<file path="src/rtl/alu_seq_if.sv">
// Operand/result bundle between the execute-stage controller and alu_seq.
// The controller drives operands and start; the ALU returns results, status and HI/LO.
interface alu_seq_if #(
    parameter int unsigned WIDTH = 32,
    parameter int unsigned SHW   = $clog2(WIDTH)
);
    logic [WIDTH-1:0] operand1;
    logic [WIDTH-1:0] operand2;
    logic [3:0]       opSel;
    logic [SHW-1:0]   shamt;
    logic             start;
    logic [WIDTH-1:0] result;
    logic             zero;
    logic             overflow;
    logic             busy;
    logic             done;
    logic             div_by_zero;
    logic [WIDTH-1:0] hi;
    logic [WIDTH-1:0] lo;

    modport master (
        output operand1, operand2, opSel, shamt, start,
        input  result, zero, overflow, busy, done, div_by_zero, hi, lo
    );

    modport slave (
        input  operand1, operand2, opSel, shamt, start,
        output result, zero, overflow, busy, done, div_by_zero, hi, lo
    );
endinterface

</file>
<file path="src/rtl/alu_seq.sv">
// Execute-stage ALU: single-cycle combinational ops plus an iterative
// radix-2 multiply/divide unit that writes HI/LO after WIDTH steps.
module alu_seq #(
    parameter int unsigned WIDTH = 32,
    parameter int unsigned SHW   = $clog2(WIDTH)
) (
    input  logic      clk,
    input  logic      rst,
    alu_seq_if.slave  bus
);
    localparam int unsigned CW = $clog2(WIDTH + 1);

    typedef enum logic [1:0] {IDLE, RUN, DONE} state_t;
    typedef enum logic [3:0] {
        OP_ADD  = 4'd0,  OP_SUB   = 4'd1,  OP_AND = 4'd2,  OP_OR   = 4'd3,
        OP_SLT  = 4'd4,  OP_XOR   = 4'd5,  OP_NOR = 4'd6,  OP_SLL  = 4'd7,
        OP_SRL  = 4'd8,  OP_SRA   = 4'd9,  OP_SLTU = 4'd10, OP_MULT = 4'd11,
        OP_MULTU = 4'd12, OP_DIV  = 4'd13, OP_DIVU = 4'd14, OP_RSVD = 4'd15
    } op_t;

    logic [WIDTH-1:0] op1, op2, res, sum, diff;
    logic [SHW-1:0]   shamt;
    logic             ovf;

    assign op1   = bus.operand1;
    assign op2   = bus.operand2;
    assign shamt = bus.shamt;

    always_comb begin
        res  = '0;
        ovf  = 1'b0;
        sum  = op1 + op2;
        diff = op1 - op2;
        case (op_t'(bus.opSel))
            OP_ADD: begin
                res = sum;
                ovf = (op1[WIDTH-1] == op2[WIDTH-1]) && (sum[WIDTH-1] != op1[WIDTH-1]);
            end
            OP_SUB: begin
                res = diff;
                ovf = (op1[WIDTH-1] != op2[WIDTH-1]) && (diff[WIDTH-1] != op1[WIDTH-1]);
            end
            OP_AND:  res = op1 & op2;
            OP_OR:   res = op1 | op2;
            OP_XOR:  res = op1 ^ op2;
            OP_NOR:  res = ~(op1 | op2);
            OP_SLT:  res = {{(WIDTH-1){1'b0}}, ($signed(op1) < $signed(op2))};
            OP_SLTU: res = {{(WIDTH-1){1'b0}}, (op1 < op2)};
            OP_SLL:  res = op1 << shamt;
            OP_SRL:  res = op1 >> shamt;
            OP_SRA:  res = $signed(op1) >>> shamt;
            default: res = '0;
        endcase
    end

    assign bus.result   = res;
    assign bus.zero     = (res == '0);
    assign bus.overflow = ovf;

    state_t             state_q, state_d;
    logic [CW-1:0]      cnt_q, cnt_d;
    logic [2*WIDTH-1:0] prod_q, prod_d;
    logic [WIDTH-1:0]   a_q, a_d, op1_q, op1_d, hi_q, hi_d, lo_q, lo_d;
    logic               is_div_q, is_div_d, neg_lo_q, neg_lo_d, neg_hi_q, neg_hi_d;
    logic               dz_q, dz_d;

    logic               accept, is_signed, is_div_op, s1, s2;
    logic [WIDTH-1:0]   mag1, mag2;
    logic [WIDTH:0]     add_s, trial;
    logic [2*WIDTH-1:0] step, prod_fin;

    // prod_q is shared: {acc, multiplier} for multiply, {remainder, dividend/quotient} for divide.
    always_comb begin
        add_s = {1'b0, prod_q[2*WIDTH-1:WIDTH]} + {1'b0, (prod_q[0] ? a_q : {WIDTH{1'b0}})};
        trial = {prod_q[2*WIDTH-1:WIDTH], prod_q[WIDTH-1]} - {1'b0, a_q};
        if (is_div_q) begin
            step = trial[WIDTH] ? {prod_q[2*WIDTH-2:0], 1'b0}
                                : {trial[WIDTH-1:0], prod_q[WIDTH-2:0], 1'b1};
        end else begin
            step = {add_s, prod_q[WIDTH-1:1]};
        end
        prod_fin = neg_lo_q ? (~step + 1'b1) : step;
    end

    always_comb begin
        is_div_op = (bus.opSel == OP_DIV) || (bus.opSel == OP_DIVU);
        is_signed = (bus.opSel == OP_MULT) || (bus.opSel == OP_DIV);
        accept    = bus.start && (bus.opSel >= OP_MULT) && (bus.opSel <= OP_DIVU);
        s1        = is_signed && op1[WIDTH-1];
        s2        = is_signed && op2[WIDTH-1];
        mag1      = s1 ? (~op1 + 1'b1) : op1;
        mag2      = s2 ? (~op2 + 1'b1) : op2;

        state_d  = state_q;
        cnt_d    = cnt_q;
        prod_d   = prod_q;
        a_d      = a_q;
        op1_d    = op1_q;
        hi_d     = hi_q;
        lo_d     = lo_q;
        is_div_d = is_div_q;
        neg_lo_d = neg_lo_q;
        neg_hi_d = neg_hi_q;
        dz_d     = dz_q;

        case (state_q)
            RUN: begin
                prod_d = step;
                cnt_d  = cnt_q - 1'b1;
                if (cnt_q == CW'(1)) begin
                    state_d = DONE;
                    if (!is_div_q) begin
                        hi_d = prod_fin[2*WIDTH-1:WIDTH];
                        lo_d = prod_fin[WIDTH-1:0];
                    end else if (dz_q) begin
                        hi_d = op1_q;
                        lo_d = '1;
                    end else begin
                        hi_d = neg_hi_q ? (~step[2*WIDTH-1:WIDTH] + 1'b1) : step[2*WIDTH-1:WIDTH];
                        lo_d = neg_lo_q ? (~step[WIDTH-1:0] + 1'b1) : step[WIDTH-1:0];
                    end
                end
            end
            default: begin
                state_d = IDLE;
                if (accept) begin
                    state_d  = RUN;
                    cnt_d    = CW'(WIDTH);
                    is_div_d = is_div_op;
                    op1_d    = op1;
                    neg_lo_d = s1 ^ s2;
                    neg_hi_d = s1;
                    dz_d     = is_div_op && (op2 == '0);
                    a_d      = is_div_op ? mag2 : mag1;
                    prod_d   = {{WIDTH{1'b0}}, (is_div_op ? mag1 : mag2)};
                end
            end
        endcase
    end

    always_ff @(posedge clk or negedge rst) begin
        if (!rst) begin
            state_q  <= IDLE;
            cnt_q    <= '0;
            prod_q   <= '0;
            a_q      <= '0;
            op1_q    <= '0;
            hi_q     <= '0;
            lo_q     <= '0;
            is_div_q <= 1'b0;
            neg_lo_q <= 1'b0;
            neg_hi_q <= 1'b0;
            dz_q     <= 1'b0;
        end else begin
            state_q  <= state_d;
            cnt_q    <= cnt_d;
            prod_q   <= prod_d;
            a_q      <= a_d;
            op1_q    <= op1_d;
            hi_q     <= hi_d;
            lo_q     <= lo_d;
            is_div_q <= is_div_d;
            neg_lo_q <= neg_lo_d;
            neg_hi_q <= neg_hi_d;
            dz_q     <= dz_d;
        end
    end

    assign bus.busy        = (state_q == RUN);
    assign bus.done        = (state_q == DONE);
    assign bus.div_by_zero = (state_q == DONE) && dz_q;
    assign bus.hi          = hi_q;
    assign bus.lo          = lo_q;
endmodule

</file>
<file path="src/flat_wrapper.sv">
// flat-port wrapper written by rule: the top's interface ports become plain ports
module alu_seq_flat 
#(
    parameter int unsigned WIDTH = 32,
    parameter int unsigned SHW   = $clog2(WIDTH)
)
  (clk, rst, bus_operand1, bus_operand2, bus_opSel, bus_shamt, bus_start, bus_result, bus_zero, bus_overflow, bus_busy, bus_done, bus_div_by_zero, bus_hi, bus_lo);
  alu_seq_if #(.WIDTH(WIDTH), .SHW(SHW)) bus_i ();
  input  logic clk;
  input  logic rst;
  input wire logic [$bits(bus_i.operand1)-1:0] bus_operand1;
  input wire logic [$bits(bus_i.operand2)-1:0] bus_operand2;
  input wire logic [$bits(bus_i.opSel)-1:0] bus_opSel;
  input wire logic [$bits(bus_i.shamt)-1:0] bus_shamt;
  input wire logic [$bits(bus_i.start)-1:0] bus_start;
  output wire logic [$bits(bus_i.result)-1:0] bus_result;
  output wire logic [$bits(bus_i.zero)-1:0] bus_zero;
  output wire logic [$bits(bus_i.overflow)-1:0] bus_overflow;
  output wire logic [$bits(bus_i.busy)-1:0] bus_busy;
  output wire logic [$bits(bus_i.done)-1:0] bus_done;
  output wire logic [$bits(bus_i.div_by_zero)-1:0] bus_div_by_zero;
  output wire logic [$bits(bus_i.hi)-1:0] bus_hi;
  output wire logic [$bits(bus_i.lo)-1:0] bus_lo;
  assign bus_i.operand1 = bus_operand1;
  assign bus_i.operand2 = bus_operand2;
  assign bus_i.opSel = bus_opSel;
  assign bus_i.shamt = bus_shamt;
  assign bus_i.start = bus_start;
  assign bus_result = bus_i.result;
  assign bus_zero = bus_i.zero;
  assign bus_overflow = bus_i.overflow;
  assign bus_busy = bus_i.busy;
  assign bus_done = bus_i.done;
  assign bus_div_by_zero = bus_i.div_by_zero;
  assign bus_hi = bus_i.hi;
  assign bus_lo = bus_i.lo;
  alu_seq #(.WIDTH(WIDTH), .SHW(SHW)) u_core (.clk(clk), .rst(rst), .bus(bus_i));
endmodule
</file>
<file path="config.mk">
export PLATFORM = sky130hd
export DESIGN_NAME = alu_seq_flat
export DESIGN_NICKNAME = d
export VERILOG_FILES = /design/src/rtl/alu_seq_if.sv /design/src/rtl/alu_seq.sv /design/src/flat_wrapper.sv
export SDC_FILE = /design/constraint.sdc
export NUM_CORES = 1
export LEC_CHECK = 0
export CELL_PAD_IN_SITES_DETAIL_PLACEMENT = 0
export CELL_PAD_IN_SITES_GLOBAL_PLACEMENT = 2
export CORE_MARGIN = 2
export CORE_UTILIZATION = 32
export DETAILED_ROUTE_END_ITERATION = 7
export PLACE_DENSITY = 0.71
export SYNTH_ARGS = -nofsm -noshare
export SYNTH_HDL_FRONTEND = slang
export SYNTH_SLANG_ARGS = --single-unit
</file>
<file path="constraint.sdc">
create_clock -name clk -period 10.35 [get_ports clk]
set_input_delay 1.035 -clock clk [delete_from_list [all_inputs] [get_ports clk]]
set_output_delay 1.035 -clock clk [all_outputs]
set_load 0.1 [all_outputs]
</file>
### Yosys cells after proc, flatten, opt, wreduce, memory -nomap -nowiden

Cells that the tools add are included.

* output and inout bits: 101
* word-level logic and storage cells: 99
* register bits: 204
* input port bits: 76

* multiplexer cells: 23
* bitwise gates (word level): 11
* reduce and logical (&&, ||, !) cells: 16
* equality and inequality tests: 21
* shift-type cells: 3
* magnitude comparators: 4
* add/sub/neg operators: 10

Operator list (number)
* $mux W32: 11
* $pmux W32 S11: 1
* $mux W64: 5
* $not A32 Y32: 5
* $add A32 B1 Y32 const B: 4
* $add A64 B1 Y64 const B: 1
* $logic_not A32 Y1: 2
* $lt A32 B32 Y1: 2
* $not A64 Y64: 1
* $add A32 B32 Y33: 1
* $sub A33 B32 Y33: 1
* $add A32 B32 Y32: 1
* $and A32 B32 Y32: 1
* $or A32 B32 Y32: 1
* $shl A32 B5 Y32: 1
* $shr A32 B5 Y32: 1
* $sshr A32 B5 Y32: 1
* $sub A32 B32 Y32: 1
* $xor A32 B32 Y32: 1
* $eq A4 B4 Y1 const B: 6
* $eq A4 B3 Y1 const B: 4
* $mux W6: 2
* $eq A4 B2 Y1 const B: 2
* $logic_and A1 B1 Y1: 8
* 19 further kinds: 24

### Logic depth before layout (Yosys ltp)

Gate-level depths: netlist (run 1).

* depth in word-level cells: 8
* gate-level depth with buffers: 26
* gate-level depth less buffers: 22

### Worst setup path after synthesis (run 1)

OpenSTA, ideal clock, no wires.

* path kind: in2out
* start point: input bus_operand1[2]
* end point: output bus_zero
* stages on the path: 16
* buffers on the path: 1
* required time: 9315 ps
* arrival: 8601 ps
* setup slack: 714 ps
* cell sequence: clkbuf_1 > inv_1 > ha_1 > inv_1 > a21oi_1 > o21ai_0 > a2111oi_0 > nor4_1 > nor2_1 > o31a_1 > o2111ai_1 > a2111oi_0 > nand4b_1 > or4b_1 > nor3_1 > nor4bb_1

* elaborated cells between the ends (all ways): 13
* those cells by class: add/sub: 2; order compare: 2; shift: 3; mux: 1; bitwise: 4; reduce/logical: 1

RTL lines
* start, declared: RTL line flat_wrapper.sv:11 `input wire logic [$bits(bus_i.operand1)-1:0] bus_operand1;`
* $sub A32 B32 Y32 (tied with other cells): RTL line alu_seq.sv:33 `diff = op1 - op2;`
* $pmux W32 S11 *: RTL line alu_seq.sv:34 `case (op_t'(bus.opSel))`
* via bus_result[19]: RTL line flat_wrapper.sv:16 `output wire logic [$bits(bus_i.result)-1:0] bus_result;`
* $logic_not A32 Y1 *: RTL line alu_seq.sv:57 `assign bus.zero = (res == '0);`
* end, declared: RTL line flat_wrapper.sv:17 `output wire logic [$bits(bus_i.zero)-1:0] bus_zero;`

Mark *: on every way through the listed nets, which the timed path passes. The rest lies on a longest branch.

### Worst setup path after layout (run 1)

* start point: input bus_operand1[1]
* end point: output bus_zero

* cells in the longest elaborated chain, start to end: 4
* elaborated cells between the ends (all ways): 13
* those cells by class: add/sub: 2; order compare: 2; shift: 3; mux: 1; bitwise: 4; reduce/logical: 1

RTL lines (RTL line)
* branches (longest 2 deep; another with $sub A32 B32 Y32)
* $pmux W32 S11 *: alu_seq.sv:34
* $logic_not A32 Y1 *: alu_seq.sv:57

Mark *: on every way between the ends.

==> results of run 1 <==
-- metal layers --
layer,up-vias,GRT usage,wire length (um)
li1,13148,-,-
met1,14234,0.378,54000
met2,1280,0.526,64700
met3,283,0.0380,8290
met4,2,0.165,8670
met5,-,0,14
-- final timing paths --
check,start,endpoint,slack (ns),depth (start not counted)
min,u_core.op1_q[27],u_core.op1_q[27],0.48,2
max reg2reg,u_core.prod_q[31],u_core.bus.hi[26],2.95,21
min reg2reg,u_core.op1_q[27],u_core.op1_q[27],0.48,2
max,bus_operand1[1],bus_zero,1.83,18
max in group asynchronous,rst,u_core.is_div_q,8.35,2
min in group asynchronous,rst,u_core.bus.hi[5],0.50,1
-- worst max-delay path: cells and delay by family --
kind / cells / cell delay [ns]
AOI/OAI and AO/OA: 7 / 1.93
and+or+nand+nor: 6 / 2.62
buffers and inverters: 4 / 1.54
adders and majority gates: 1 / 0.35
-- cells in the mapped netlist, drive strengths merged (42+ instances only) --
cell and n:
a211oi 65, a21o 58, a21oi 310, a31oi 58, and2 65, buf 54
clkbuf 210, dfrtp 204, ha 166, inv 157, mux2i 93, mux4 65
nand2 368, nand3 104, nand4 42, nor2 318, nor3 77, o211ai 49
o21ai 303, o31ai 43, xnor2 143, xor2 46
-- where the power goes --
group	switching [mW]	internal (mW)	total [mW]
Clock	0.391	0.582	0.973
Sequential	0.504	1.18	1.69
Combinational	4.96	2.35	7.31
Total	5.86	4.12	9.97
-- registers in the layout (all words and copies together) (netlist names) --
name             cells
u_core.prod_q       64
u_core.a_q          32
u_core.bus.hi       32
u_core.bus.lo       32
u_core.op1_q        32
u_core.cnt_q         6
u_core.state_q       2
u_core.dz_q          1
u_core.is_div_q      1
u_core.neg_hi_q      1
u_core.neg_lo_q      1
-- area by class of cell --
| cell class | count | area share |
|---|---|---|
| clock buffer | 33 | 0.0233 |
| inverter | 160 | 0.0198 |
| sequential | 204 | 0.169 |
| clock inverter | 12 | 0.00619 |
| tap | 1080 | 0.0446 |
| timing repair buffer | 247 | 0.0751 |
| antenna | 3 | 0.000248 |
| multi-input combinational | 2923 | 0.662 |
-- cells by family (layout without fill, tap and decap cells) --
group                      after synthesis  after routing  share of synthesized area
AOI/OAI and AO/OA                     1203           1203                      0.295
xor gates and xnor gates               189            189                     0.0619
adders and majority gates              170            170                     0.0807
buffers and inverters                  424            452                     0.0614
DFF                                    204            204                      0.191
muxes                                  189            189                      0.103
other                                    0              3                          0
and+or+nand+nor                       1172           1172                      0.208
==> impl_metrics.py, run 1 <==
metrics = {
    "floorplanning": {
        "die_w_um": 293,
        "dieArea_um2": 85900,
        "die_h_um": 293,
        "start_util": 0.322,
        "core_area_um2": 83200,
        "pin_count": 177,
        "rows": 106,
    },
    "setup_path": {
        "crit_chain": "clkdlybuf4s50_1 > inv_1 > ha_1 > o21bai_1 > a21oi_1 > o21ai_0 > a2111oi_0 > buf_4 > nor4_1 > nor2_1 > o311ai_0 > o2111ai_1 > a2111oi_0 > nand4b_1 > or4b_1 > nor3_1 > nor4bb_1 > buf_4",
        "endpoint_kind": "primary output",
        "path_class": "input pin to primary output",
        "cp_slowest_stage_delay_ns": 0.99,
        "cp_max_fo": 12,
        "critPathLaunchType": "input pin",
        "crit_arrival_ns": 7.49,
        "worstPathRequired_ns": 9.32,
        "crit_slowest_cell": "nor4_1",
    },
    "place": {
        "dpl_worst_slack_ns": 2.15,
        "io_buffer_count": 176,
        "dpl_cell_area_um2": 29400,
        "dp_hpwl_um": 107000,
        "placedCellCount": 4614,
        "routabilityCongestion": 0.974,
    },
    "global_route": {
        "grt_max_degree": 101,
        "grt_pass1_wl_um": 198000,
        "grt_pass1_vias": 28052,
        "gr-total-overflow": 0,
        "antenna_found_initial": 3,
        "grt_usage": 0.308,
    },
    "timing": {
        "skew_ns": 0.0116,
        "worst_slew_pin_slew_ns": 1.26,
        "min_period_ns": 8.52,
        "rsz0062_at_grt": "no",
        "hold_ws_ns": 0.481,
        "fin_tns_setup_ns": 0,
        "timing.final.crit_share": 0.823,
        "maxSlewHeadroom": 0.157,
        "setup_slack_ns": 1.83,
        "max_freq_mhz": 117,
        "setup_violations": 0,
        "slew_viol_final": 0,
        "timing.final.hold_violations": 0,
    },
    "drt": {
        "drt_iter0_drc": 2623,
        "wire_per_inst_um": 29.1,
        "drcViolationCount": 0,
        "via_count": 28947,
        "routed_wl_um": 136000,
        "drt-vias-per-instance": 6.21,
        "firstDrtPassIters": 6,
        "drtAntennaViolNets": 0,
    },
    "finish": {
        "syn2layout_area_growth_pct": 13.3,
        "fin_area_um2": 30300,
        "fin_util": 0.364,
        "n_fill_cell": 8795,
        "drive_gt1_frac": 0.0827,
        "final_nets": 3807,
        "mostFrequentLayoutCell": "nand2_1",
        "instances_no_fill": 4662,
        "multi_input_area_um2": 20100,
        "final_cell_mix": "nand2_1 (366), nor2_1 (313), a21oi_1 (309)",
        "seq_area_um2": 5110,
    },
    "outcome": {
        "status": "completed",
    },
    "worst_hold_path": {
        "hp-class": "flip-flop to flip-flop",
    },
    "clock_tree": {
        "cts.root.buffer_cell": "clkbuf_16",
        "clk_latency_ns": 0.56,
        "cts_tree": "built",
        "htree_num_levels": 1,
        "cts_made_buffers": 25,
        "holdBufCountCts": 0,
        "clk_pin_slew_ns": 0.06,
        "cts.sinks": 204,
        "cts_max_path_buffers": 3,
        "cts_resized": 0,
        "cts_setup_buffers": 0,
    },
    "logic_synthesis": {
        "yosysTopAreaCell": "dfrtp_1",
        "ys_warn_count": 0,
        "syn-cell-area_um2": 26700,
        "syn_inst": 3551,
        "synth_area_leaders": "dfrtp_1 (19%), ha_1 (7.8%), a21oi_1 (5.8%)",
        "synth-seq-cells": 204,
        "syn-num-nets": 3797,
        "syn_area_per_cell_um2": 7.53,
        "synth.distinct_cells": 100,
        "synth_flop_cell": "dfrtp_1",
        "async_flop_share": 1.00,
        "yosysSeqAreaShare": 0.191,
        "synth_edf_count": 0,
        "synth_top_area_frac": 0.191,
    },
    "power": {
        "leakage_nw": 12.1,
        "irDropWorstVdd_uv": 226,
        "total_power_mw": 9.97,
        "p_per_area_nw_per_um2": 329,
    },
    "job": {
        "maxCapViolCount": 0,
    },
}
Power figures use the tool's default switching activity.
==> run 2: changes to the inputs <==
--- a/config.mk
+++ b/config.mk
@@ -10,7 +10,7 @@
 export CORE_MARGIN = 2
 export CORE_UTILIZATION = 32
 export DETAILED_ROUTE_END_ITERATION = 7
-export PLACE_DENSITY = 0.71
+export PLACE_DENSITY = 0.74
 export SYNTH_ARGS = -nofsm -noshare
 export SYNTH_HDL_FRONTEND = slang
 export SYNTH_SLANG_ARGS = --single-unit
==> constraint.sdc (replaced) <==
create_clock -name clk -period 7.8 [get_ports clk]
set_input_delay 0.78 -clock clk [delete_from_list [all_inputs] [get_ports clk]]
set_output_delay 0.78 -clock clk [all_outputs]
set_load 0.1 [all_outputs]
==> run 2 against run 1 <==
  * Utilization grew 0.42 points
  * Combinational power is 32% higher
  * Cell count is 0.62% higher
  * Non-clock buffer count up 34
  * Die area is the same
  * First-iteration DRC count decreased by 5.4%
  * Critical endpoint unchanged
==> impl_metrics.py, run 2 (synthesis gave the netlist of run 1 again) <==
metrics = {
    "outcome": {
        "status": "completed",
    },
    "timing": {
        "slew_viol_final": 0,
        "max_freq_mhz": 136,
        "skew_ns": 0.0133,
        "timing.final.hold_violations": 0,
        "timing.final.crit_share": 0.945,
        "maxSlewHeadroom": 0.163,
        "setup_violations": 0,
        "worst_slew_pin_slew_ns": 1.22,
        "fin_tns_setup_ns": 0,
        "min_period_ns": 7.37,
        "rsz0062_at_grt": "no",
    },
    "floorplanning": {
        "die_w_um": 293,
        "dieArea_um2": 85900,
        "start_util": 0.322,
        "core_area_um2": 83200,
        "rows": 106,
        "pin_count": 177,
        "die_h_um": 293,
    },
    "finish": {
        "syn2layout_area_growth_pct": 14.6,
        "fin_area_um2": 30700,
        "largest_reg_flops": 64,
        "final_cell_mix": "nand2_1 (366), nor2_1 (313), a21oi_1 (307)",
        "seq_area_um2": 5110,
        "drive_gt1_frac": 0.0992,
        "multi_input_area_um2": 20200,
        "final_nets": 3841,
        "largest-register": "u_core.prod_q",
        "n_fill_cell": 8823,
        "mostFrequentLayoutCell": "nand2_1",
    },
    "place": {
        "dp_hpwl_um": 103000,
        "routabilityCongestion": 0.981,
        "dpl_cell_area_um2": 29800,
        "io_buffer_count": 176,
    },
    "drt": {
        "wl_met1_um": 54000,
        "dr_wl_met3_um": 7820,
        "via_count": 28495,
        "routed_wl_um": 130000,
        "drcViolationCount": 0,
        "drtAntennaViolNets": 0,
        "highest_layer": "met5",
        "wl_met2_um": 61400,
        "firstDrtPassIters": 6,
        "drt-vias-per-instance": 6.07,
        "wire_per_inst_um": 27.7,
        "drt_iter0_drc": 2481,
    },
    "power": {
        "switching_share": 0.582,
        "leakage_nw": 12.3,
        "internal_power_mw": 5.50,
        "p_switching_mw": 7.67,
        "pwr-share-clk": 0.095,
        "seqPwrFrac": 0.171,
        "irDropWorstVdd_uv": 338,
        "p_per_area_nw_per_um2": 430,
        "pwr-share-comb": 0.734,
    },
    "worst_hold_path": {
        "hp-class": "input pin to asynchronous set/reset pin",
    },
    "global_route": {
        "antenna_found_initial": 4,
        "gr-total-overflow": 0,
        "grt_max_degree": 120,
        "grt_pass1_vias": 27605,
        "grt_usage": 0.295,
        "grt_pass1_wl_um": 191000,
    },
    "setup_path": {
        "endpoint_kind": "primary output",
        "crit_arrival_ns": 6.59,
        "worstPathRequired_ns": 7.02,
        "cp_max_fo": 10,
        "cp_slowest_stage_delay_ns": 0.75,
        "crit_slowest_cell": "clkdlybuf4s50_1",
        "critPathLaunchType": "input pin",
        "reg2reg_depth": 22,
        "path_class": "input pin to primary output",
        "reg2reg_from": "u_core.prod_q[31]",
        "rrSetupSlack_ns": 1.46,
        "crit_chain": "clkdlybuf4s50_1 > inv_1 > ha_1 > nand2b_1 > a21oi_1 > o21ba_2 > a2111oi_1 > buf_4 > nor3_1 > a221oi_1 > a2111oi_0 > o31ai_1 > a2111oi_0 > nand4b_1 > or4b_1 > nor3_1 > nor4bb_2 > buf_12",
        "timing.rr.end": "u_core.bus.hi[4]",
    },
    "clock_tree": {
        "cts_tree": "built",
        "htree_num_levels": 1,
        "cts.root.buffer_cell": "clkbuf_16",
        "cts_max_path_buffers": 3,
        "cts.sinks": 204,
        "clk_latency_ns": 0.57,
        "cts_made_buffers": 25,
        "clk_pin_slew_ns": 0.06,
    },
    "job": {
        "maxCapViolCount": 0,
    },
}
## run 2: cell count changes in the layout (fill, tap and decap cells not counted), moves of 3 or more
| cell | before | now |
|---|---|---|
| o221ai_1 | 19 | 15 |
| a211oi_2 | 4 | 10 |
| o221ai_2 | 0 | 3 |
| clkdlybuf4s50_1 | 169 | 155 |
| clkinvlp_4 | 5 | 1 |
| buf_12 | 0 | 5 |
| buf_4 | 74 | 117 |
| o21ai_0 | 284 | 278 |
| a211oi_1 | 61 | 55 |
| o21ai_1 | 19 | 25 |
## run 2: power by group through the flow
stage                     combinational (mW)  sequential, mW  clock [mW]
after floorplan                         5.81            3.01           0
after global placement                  9.58            2.26           0
after detailed placement                9.58            2.27           0
after CTS                               9.62            2.25        1.27
after global routing                    10.5            2.30        1.31
final                                   9.67            2.26        1.25
## run 2: timing repair
action / 4_1_cts / 5_1_grt
endpoints found under the setup margin: 0 / 1
buffers inserted: 0 / 0
gates resized for setup: 0 / 1
hold buffers: 0 / 0
## run 2: stage by stage
step	instances	worst slack (ns)	hold slack, ns	utilization	power [mW]
2_1_floorplan	3551	-0.578	0.441	-	8.82
3_3_place_gp	4648	0.459	0.458	0.358	11.8
3_5_place_dp	4648	0.381	0.472	0.358	11.8
4_1_cts	4690	0.387	0.236	0.369	13.1
5_1_grt	4690	0.107	0.268	0.369	14.1
6_report	4691	0.432	0.202	0.369	13.2
## run 2: cell type report
class,count,area share
Timing Repair Buffer,281,0.0835
Sequential cell,204,0.167
Inverter,160,0.0198
Multi-Input combinational cell,2923,0.658
Clock buffer,33,0.0230
Clock inverter,9,0.00449
Antenna cell,1,0.0000816
Tap cell,1080,0.0441
## run 2: how the worst max path moves through the flow
| stage | startpoint | end | slack, ns | cells after the start |
|---|---|---|---|---|
| finish | bus_operand1[6] | bus_zero | 0.43 | 18 |
| global route | bus_operand1[6] | bus_zero | 0.11 | 18 |
| CTS | bus_operand1[10] | bus_zero | 0.39 | 16 |
| detailed placement | bus_operand1[10] | bus_zero | 0.38 | 16 |
| global placement | bus_operand1[10] | bus_zero | 0.46 | 16 |
| floorplan | bus_operand1[0] | bus_zero | -0.58 | 18 |
## run 2: critical path, delay by kind of cell
family	cells	cell delay, ns
buffers and inverters	4	1.39
AND/OR/NAND/NOR	6	2.02
AO/OA/AOI/OAI	7	1.91
adder cells (fa/ha/maj)	1	0.46
## run 2: per-layer routing
| layer | up-vias | global-route usage |
|---|---|---|
| met3 | 225 | 0.0382 |
| met2 | 1135 | 0.497 |
| met1 | 13930 | 0.376 |
| li1 | 13199 | - |
| met4 | 6 | 0.135 |
| met5 | - | 0 |
